===== src/rtl/cmd_arbiter_pkg.sv =====
// Shared types and constants for the command arbiter slice.
// Latency: n/a (declarations only).
// Backpressure: n/a.
package cmd_arbiter_pkg;

    typedef enum logic {
        ARB_IDLE   = 1'b0,
        ARB_LOCKED = 1'b1
    } arb_state_t;

    // The continuation flag always sits at the MSB of a command beat.
    localparam int CONT_FLAG_FROM_MSB = 1;

    function automatic int cont_bit_idx(input int data_width);
        return data_width - CONT_FLAG_FROM_MSB;
    endfunction

endpackage


===== src/rtl/cmd_arbiter_skid_buf.sv =====
// Two-entry registered skid buffer between the arbiter mux and the merged command stream.
// Latency: a beat accepted in cycle N is presented on out_vld in cycle N+1.
// Backpressure: in_rdy is purely registered (not full); head entry holds stable while stalled.
module axis_skid_buf #(
    parameter int DATA_WIDTH = 128
) (
    input  logic                  axi_aclk,
    input  logic                  axi_aresetn,
    input  logic [DATA_WIDTH-1:0] in_dat,
    input  logic                  in_vld,
    output logic                  in_rdy,
    output logic [DATA_WIDTH-1:0] out_dat,
    output logic                  out_vld,
    input  logic                  out_rdy
);

    logic [DATA_WIDTH-1:0] mem [2];
    logic                  wr_ptr;
    logic                  rd_ptr;
    logic [1:0]            cnt;
    logic                  push;
    logic                  pop;

    assign in_rdy  = (cnt != 2'd2);
    assign out_vld = (cnt != 2'd0);
    assign out_dat = mem[rd_ptr];
    assign push    = in_vld && in_rdy;
    assign pop     = out_vld && out_rdy;

    always_ff @(posedge axi_aclk or negedge axi_aresetn) begin
        if (!axi_aresetn) begin
            wr_ptr <= 1'b0;
            rd_ptr <= 1'b0;
            cnt    <= 2'd0;
        end else begin
            if (push) begin
                wr_ptr <= ~wr_ptr;
            end
            if (pop) begin
                rd_ptr <= ~rd_ptr;
            end
            case ({push, pop})
                2'b10:   cnt <= cnt + 2'd1;
                2'b01:   cnt <= cnt - 2'd1;
                default: cnt <= cnt;
            endcase
        end
    end

    // Payload storage carries no reset; occupancy alone decides validity.
    always_ff @(posedge axi_aclk) begin
        if (push) begin
            mem[wr_ptr] <= in_dat;
        end
    end

endmodule


===== src/rtl/cmd_arbiter.sv =====
// Round-robin packet arbiter merging NUM_PORTS command streams; CMD_ARBITER_STATS_EN adds per-port packet counters.
// Latency: one cycle from owner acceptance to M_AXIS_CMD_tvalid; back-to-back grants without a bubble.
// Backpressure: owner tready = skid buffer not full; non-owners see tready=0 while a packet is locked.
module cmd_arbiter
    import cmd_arbiter_pkg::*;
#(
    parameter int NUM_PORTS  = 4,
    parameter int DATA_WIDTH = 128,
    parameter int CNT_WIDTH  = 16
) (
    input  logic                            axi_aclk,
    input  logic                            axi_aresetn,
    input  logic [NUM_PORTS*DATA_WIDTH-1:0] S_AXIS_CMD_tdata,
    input  logic [NUM_PORTS-1:0]            S_AXIS_CMD_tvalid,
    output logic [NUM_PORTS-1:0]            S_AXIS_CMD_tready,
    output logic [DATA_WIDTH-1:0]           M_AXIS_CMD_tdata,
    output logic                            M_AXIS_CMD_tvalid,
    input  logic                            M_AXIS_CMD_tready,
    output logic [NUM_PORTS-1:0]            grant,
    output logic [NUM_PORTS*CNT_WIDTH-1:0]  pkt_count
);

    localparam int PW       = $clog2(NUM_PORTS);
    localparam int CONT_BIT = cont_bit_idx(DATA_WIDTH);

    arb_state_t           state_q;
    arb_state_t           state_d;
    logic [PW-1:0]        owner_q;
    logic [PW-1:0]        owner_d;
    logic [PW-1:0]        rr_q;
    logic [PW-1:0]        rr_d;
    logic [PW-1:0]        pick;
    logic [PW-1:0]        pick_next;
    logic                 pick_vld;
    logic [NUM_PORTS-1:0] owner_oh;
    logic [NUM_PORTS-1:0] cand;
    logic [DATA_WIDTH-1:0] owner_dat;
    logic                 owner_vld;
    logic                 locked;
    logic                 skid_in_rdy;
    logic                 push;
    logic                 final_acc;

    assign locked    = (state_q == ARB_LOCKED);
    assign owner_dat = S_AXIS_CMD_tdata[int'(owner_q)*DATA_WIDTH +: DATA_WIDTH];
    assign owner_vld = S_AXIS_CMD_tvalid[owner_q];
    assign push      = locked && owner_vld && skid_in_rdy;
    assign final_acc = push && !owner_dat[CONT_BIT];

    always_comb begin
        owner_oh          = '0;
        owner_oh[owner_q] = 1'b1;
    end

    // The finishing owner is excluded so an idle-looking owner cannot re-lock itself.
    assign cand = locked ? (S_AXIS_CMD_tvalid & ~owner_oh) : S_AXIS_CMD_tvalid;

    always_comb begin
        pick_vld = 1'b0;
        pick     = '0;
        for (int k = 0; k < NUM_PORTS; k++) begin
            if (!pick_vld && cand[(int'(rr_q) + k) % NUM_PORTS]) begin
                pick_vld = 1'b1;
                pick     = PW'((int'(rr_q) + k) % NUM_PORTS);
            end
        end
    end

    assign pick_next = (pick == PW'(NUM_PORTS - 1)) ? '0 : pick + 1'b1;

    always_ff @(posedge axi_aclk or negedge axi_aresetn) begin
        if (!axi_aresetn) begin
            state_q <= ARB_IDLE;
            owner_q <= '0;
            rr_q    <= '0;
        end else begin
            state_q <= state_d;
            owner_q <= owner_d;
            rr_q    <= rr_d;
        end
    end

    always_comb begin
        state_d = state_q;
        owner_d = owner_q;
        rr_d    = rr_q;
        case (state_q)
            ARB_IDLE: begin
                if (pick_vld) begin
                    state_d = ARB_LOCKED;
                    owner_d = pick;
                    rr_d    = pick_next;
                end
            end
            ARB_LOCKED: begin
                if (final_acc) begin
                    if (pick_vld) begin
                        owner_d = pick;
                        rr_d    = pick_next;
                    end else begin
                        state_d = ARB_IDLE;
                    end
                end
            end
            default: state_d = ARB_IDLE;
        endcase
    end

    assign grant             = locked ? owner_oh : '0;
    assign S_AXIS_CMD_tready = grant & {NUM_PORTS{skid_in_rdy}};

    axis_skid_buf #(
        .DATA_WIDTH (DATA_WIDTH)
    ) u_skid (
        .axi_aclk    (axi_aclk),
        .axi_aresetn (axi_aresetn),
        .in_dat      (owner_dat),
        .in_vld      (locked && owner_vld),
        .in_rdy      (skid_in_rdy),
        .out_dat     (M_AXIS_CMD_tdata),
        .out_vld     (M_AXIS_CMD_tvalid),
        .out_rdy     (M_AXIS_CMD_tready)
    );

`ifdef CMD_ARBITER_STATS_EN
    logic [CNT_WIDTH-1:0] cnt_q [NUM_PORTS];

    always_ff @(posedge axi_aclk or negedge axi_aresetn) begin
        if (!axi_aresetn) begin
            for (int i = 0; i < NUM_PORTS; i++) begin
                cnt_q[i] <= '0;
            end
        end else begin
            for (int i = 0; i < NUM_PORTS; i++) begin
                if (final_acc && (owner_q == PW'(i)) && (cnt_q[i] != '1)) begin
                    cnt_q[i] <= cnt_q[i] + 1'b1;
                end
            end
        end
    end

    always_comb begin
        pkt_count = '0;
        for (int i = 0; i < NUM_PORTS; i++) begin
            pkt_count[i*CNT_WIDTH +: CNT_WIDTH] = cnt_q[i];
        end
    end
`else
    assign pkt_count = '0;
`endif

endmodule


===== config.mk =====
export PLATFORM = sky130hd
export DESIGN_NAME = cmd_arbiter
export DESIGN_NICKNAME = d
export VERILOG_FILES = /design/src/rtl/cmd_arbiter_pkg.sv /design/src/rtl/cmd_arbiter_skid_buf.sv /design/src/rtl/cmd_arbiter.sv
export SDC_FILE = /design/constraint.sdc
export NUM_CORES = 1
export LEC_CHECK = 0
export ABC_AREA = 1
export ABC_CLOCK_PERIOD_IN_PS = 21800
export CORE_AREA = 2 2 280 282
export DETAILED_ROUTE_END_ITERATION = 10
export DIE_AREA = 0 0 282 284
export GPL_TIMING_DRIVEN = 0
export HOLD_SLACK_MARGIN = 0.02
export SLEW_MARGIN = 0
export SYNTH_ARGS = -nofsm -noshare
export SYNTH_HDL_FRONTEND = slang
export SYNTH_HIERARCHICAL = 1
export SYNTH_SLANG_ARGS = --single-unit

===== constraint.sdc =====
create_clock -name axi_aclk -period 21.8 [get_ports axi_aclk]
set_input_delay 2.18 -clock axi_aclk [delete_from_list [all_inputs] [get_ports axi_aclk]]
set_output_delay 2.18 -clock axi_aclk [all_outputs]
set_load 0.02 [all_outputs]

==> results by group <==
Placement
  • Pre-CTS setup slack: 17.05 ns
  • HPWL after DPL: 64.7 mm
  • Placed instance area: 22100 um^2
  • PortBufs: 655
  • GPL Wtd Cong: 0.916
  • Post-Place Cells: 3230

Worst setup path
  • Path type of the worst setup path: flip-flop to primary output
  • Critical path startpoint category: flip-flop
  • CP max stage delay: 0.66 ns
  • Worst EP arrival: 2.89 ns
  • Worst setup path start: u_skid/rd_ptr
  • CP Cell Sequence: inv_2, buf_2, buf_2, nand2_1, nand2_1, clkdlybuf4s50_1
  • Crit-path leading delay family: buffers and inverters
  • Worst reg2reg path startpoint: owner_q[0]
  • CP bufs+invs: 4
  • Crit Path Max Fanout: 10
  • Worst setup EP type: primary output
  • WP data required: 19.62 ns
  • Crit path max-delay cell type: clkdlybuf4s50_1

Routing
  • Routed Antenna Nets: 0
  • Via-to-Cell Ratio: 4.33
  • Metal3 WL: 6.39 mm
  • Met2 routed WL: 40.5 mm
  • DR WL/cell: 24.9 um
  • Final wirelength: 82.0 mm
  • Routed length on met1: 32.6 mm
  • First-pass DRT Iterations: 5
  • DR DRC count: 0
  • Initial DRC Count: 948
  • Routed vias: 14.3k
  • Top Metal Used: met5

Pwr
  • Power Density: 160 nW/um^2
  • VDD IR-drop max: 0.0584 mV
  • LEAKAGE: 9.01 nW
  • Pwr Total: 3.71 mW

CTS
  • Clock Sinks: 265
  • Post-CTS Setup Inserts: 0
  • Worst skew pair latency: 0.53 ns
  • Longest Clk Path Bufs: 3
  • Clock Root Buffer: clkbuf_16
  • TritonCTS clock tree: done
  • CTS Buf Count: 34
  • H-tree depth: 2
  • Post-CTS Hold Buffers: 0
  • CTS resizes: 0
  • Clock transition at path regs: 0.06 ns

GRT
  • Largest net degree at the start of global routing: 30
  • Congestion Overflow GR: 0
  • Total GRT Usage: 0.197
  • Vias in the first global route: 14.1k
  • First-pass GRT wire length: 108 mm
  • Initial antenna violation count: 15

Cells and area
  • Most frequent cells in the layout: 655 x clkdlybuf4s50_1, 427 x nand2_1, 400 x nand3_1, 256 x edfxtp_1, 126 x a22oi_1
  • Final nets: 2746
  • Number of fill cells in the layout: 8209
  • Layout Cells excl Fill: 3298
  • Reg area: 7910 um^2
  • Synthesis-to-layout area growth: 68.4%
  • Design area: 23300 um^2
  • Commonest non-fill, non-tap cell in the layout: clkdlybuf4s50_1
  • Fin util: 0.302
  • Multi-input combinational cell area: 5090 um^2
  • Share of post-route cells with drive strength above 1: 0.0859

Floorplan
  • Height of the die: 284 um
  • Die area: 80100 um^2
  • Die width: 282 um
  • Core Area: 77000 um^2
  • Starting Density: 0.180
  • # IOs: 720
  • Row cnt: 102

Logic synthesis
  • Seq/Total Area, Yosys: 0.573
  • Yosys reg bits: 265
  • Synth unique cells: 29
  • Avg Cell Area, Syn: 9.45 um^2
  • Synth warn: 6
  • Post-Synthesis Cells: 1462
  • Post-Syn Area: 13800 um^2

Timing
  • Headroom to the max-slew limit: 0.169
  • Final min period: 5.07 ns
  • Tcrit/Tclk final: 0.233
  • Hold slack final: 0.499 ns
  • Setup TNS: 0 ns
  • RSZ-0062 raised after global routing: false
  • Clock Skew: 0.0173 ns
  • Fmax: 197 MHz
  • Fin. Hold Viols: 0
  • Final setup vio count: 0
  • Worst-margin pin slew: 1.25 ns
  • Worst Slack Setup Final: 16.73 ns
  • Pins Over Slew Limit: 0

Run
  • Max_cap viols: 0

Outcome
  • Status: completed

Worst hold path
  • HP Class: flip-flop to flip-flop
  • Hold Crit Start: u_skid/cnt[0]
[final cells by class]
class | count | area share
flip-flops and latches | 265 | 0.340
multi-input cells | 1062 | 0.219
clock inverters | 18 | 0.00855
diodes | 10 | 0.00108
well taps | 1040 | 0.0559
inverters | 18 | 0.00301
clock buffers | 40 | 0.0393
repair buffers | 665 | 0.291
plain buffers | 180 | 0.0426
[routing by layer]
metal  vias to the layer above  track usage
met5                         -            0
met1                      6809        0.234
met3                       101       0.0435
li1                       6647            -
met2                       724        0.348
met4                         2       0.0652
[cell families after synthesis]
logic type	after synthesis	share of synthesized area
simple gates	858	0.275
flops	265	0.573
buf+inv	198	0.0768
compound gates	136	0.0724
xor+xnor	3	0.00190
fa+ha+maj	1	0.000905
other cells	1	0.000271
[flip-flops by register name (all words and copies together), names as in the netlist]
signal and flops:
u_skid/rd_ptr 1, owner_q 2, u_skid/cnt 2, locked 1, u_skid/wr_ptr 1, u_skid/mem 256, rr_q 2
[synthesized netlist by cell type (all sizes together)]
| cell type | number | area share |
|---|---|---|
| nand3 | 406 | 0.15 |
| conb | 1 | 0.00027 |
| clkbuf | 57 | 0.015 |
| nand4 | 5 | 0.0023 |
| xnor2 | 2 | 0.0013 |
| o21ai | 4 | 0.0014 |
| edfxtp | 256 | 0.56 |
| nor3 | 1 | 0.00072 |
| buf | 123 | 0.056 |
| dfrtp | 9 | 0.016 |
| a22oi | 126 | 0.068 |
| nand2 | 429 | 0.12 |
| inv | 18 | 0.0051 |
| xor2 | 1 | 0.00063 |
| o21a | 1 | 0.00054 |
| nor2 | 17 | 0.0059 |
| a21oi | 4 | 0.0014 |
| ha | 1 | 0.00091 |
| a21boi | 1 | 0.00054 |
[power by group]
part	switching, mW	internal, mW
clock network	0.221	0.347
registers	0.0497	0.922
logic	1.48	0.690
[worst paths after layout]
kind / end / slack [ns] / cells past startpoint
min in group asynchronous: u_skid/wr_ptr / 1.97 / 1
hold / removal: u_skid/cnt[0] / 0.50 / 1
max in group asynchronous: owner_q[1] / 19.51 / 1
setup reg to reg: u_skid/mem[1][50] / 18.68 / 5
hold reg to reg: u_skid/cnt[0] / 0.50 / 1
setup / recovery: M_AXIS_CMD_tdata[39] / 16.73 / 6
No activity file was read; power rests on OpenSTA's default activity.
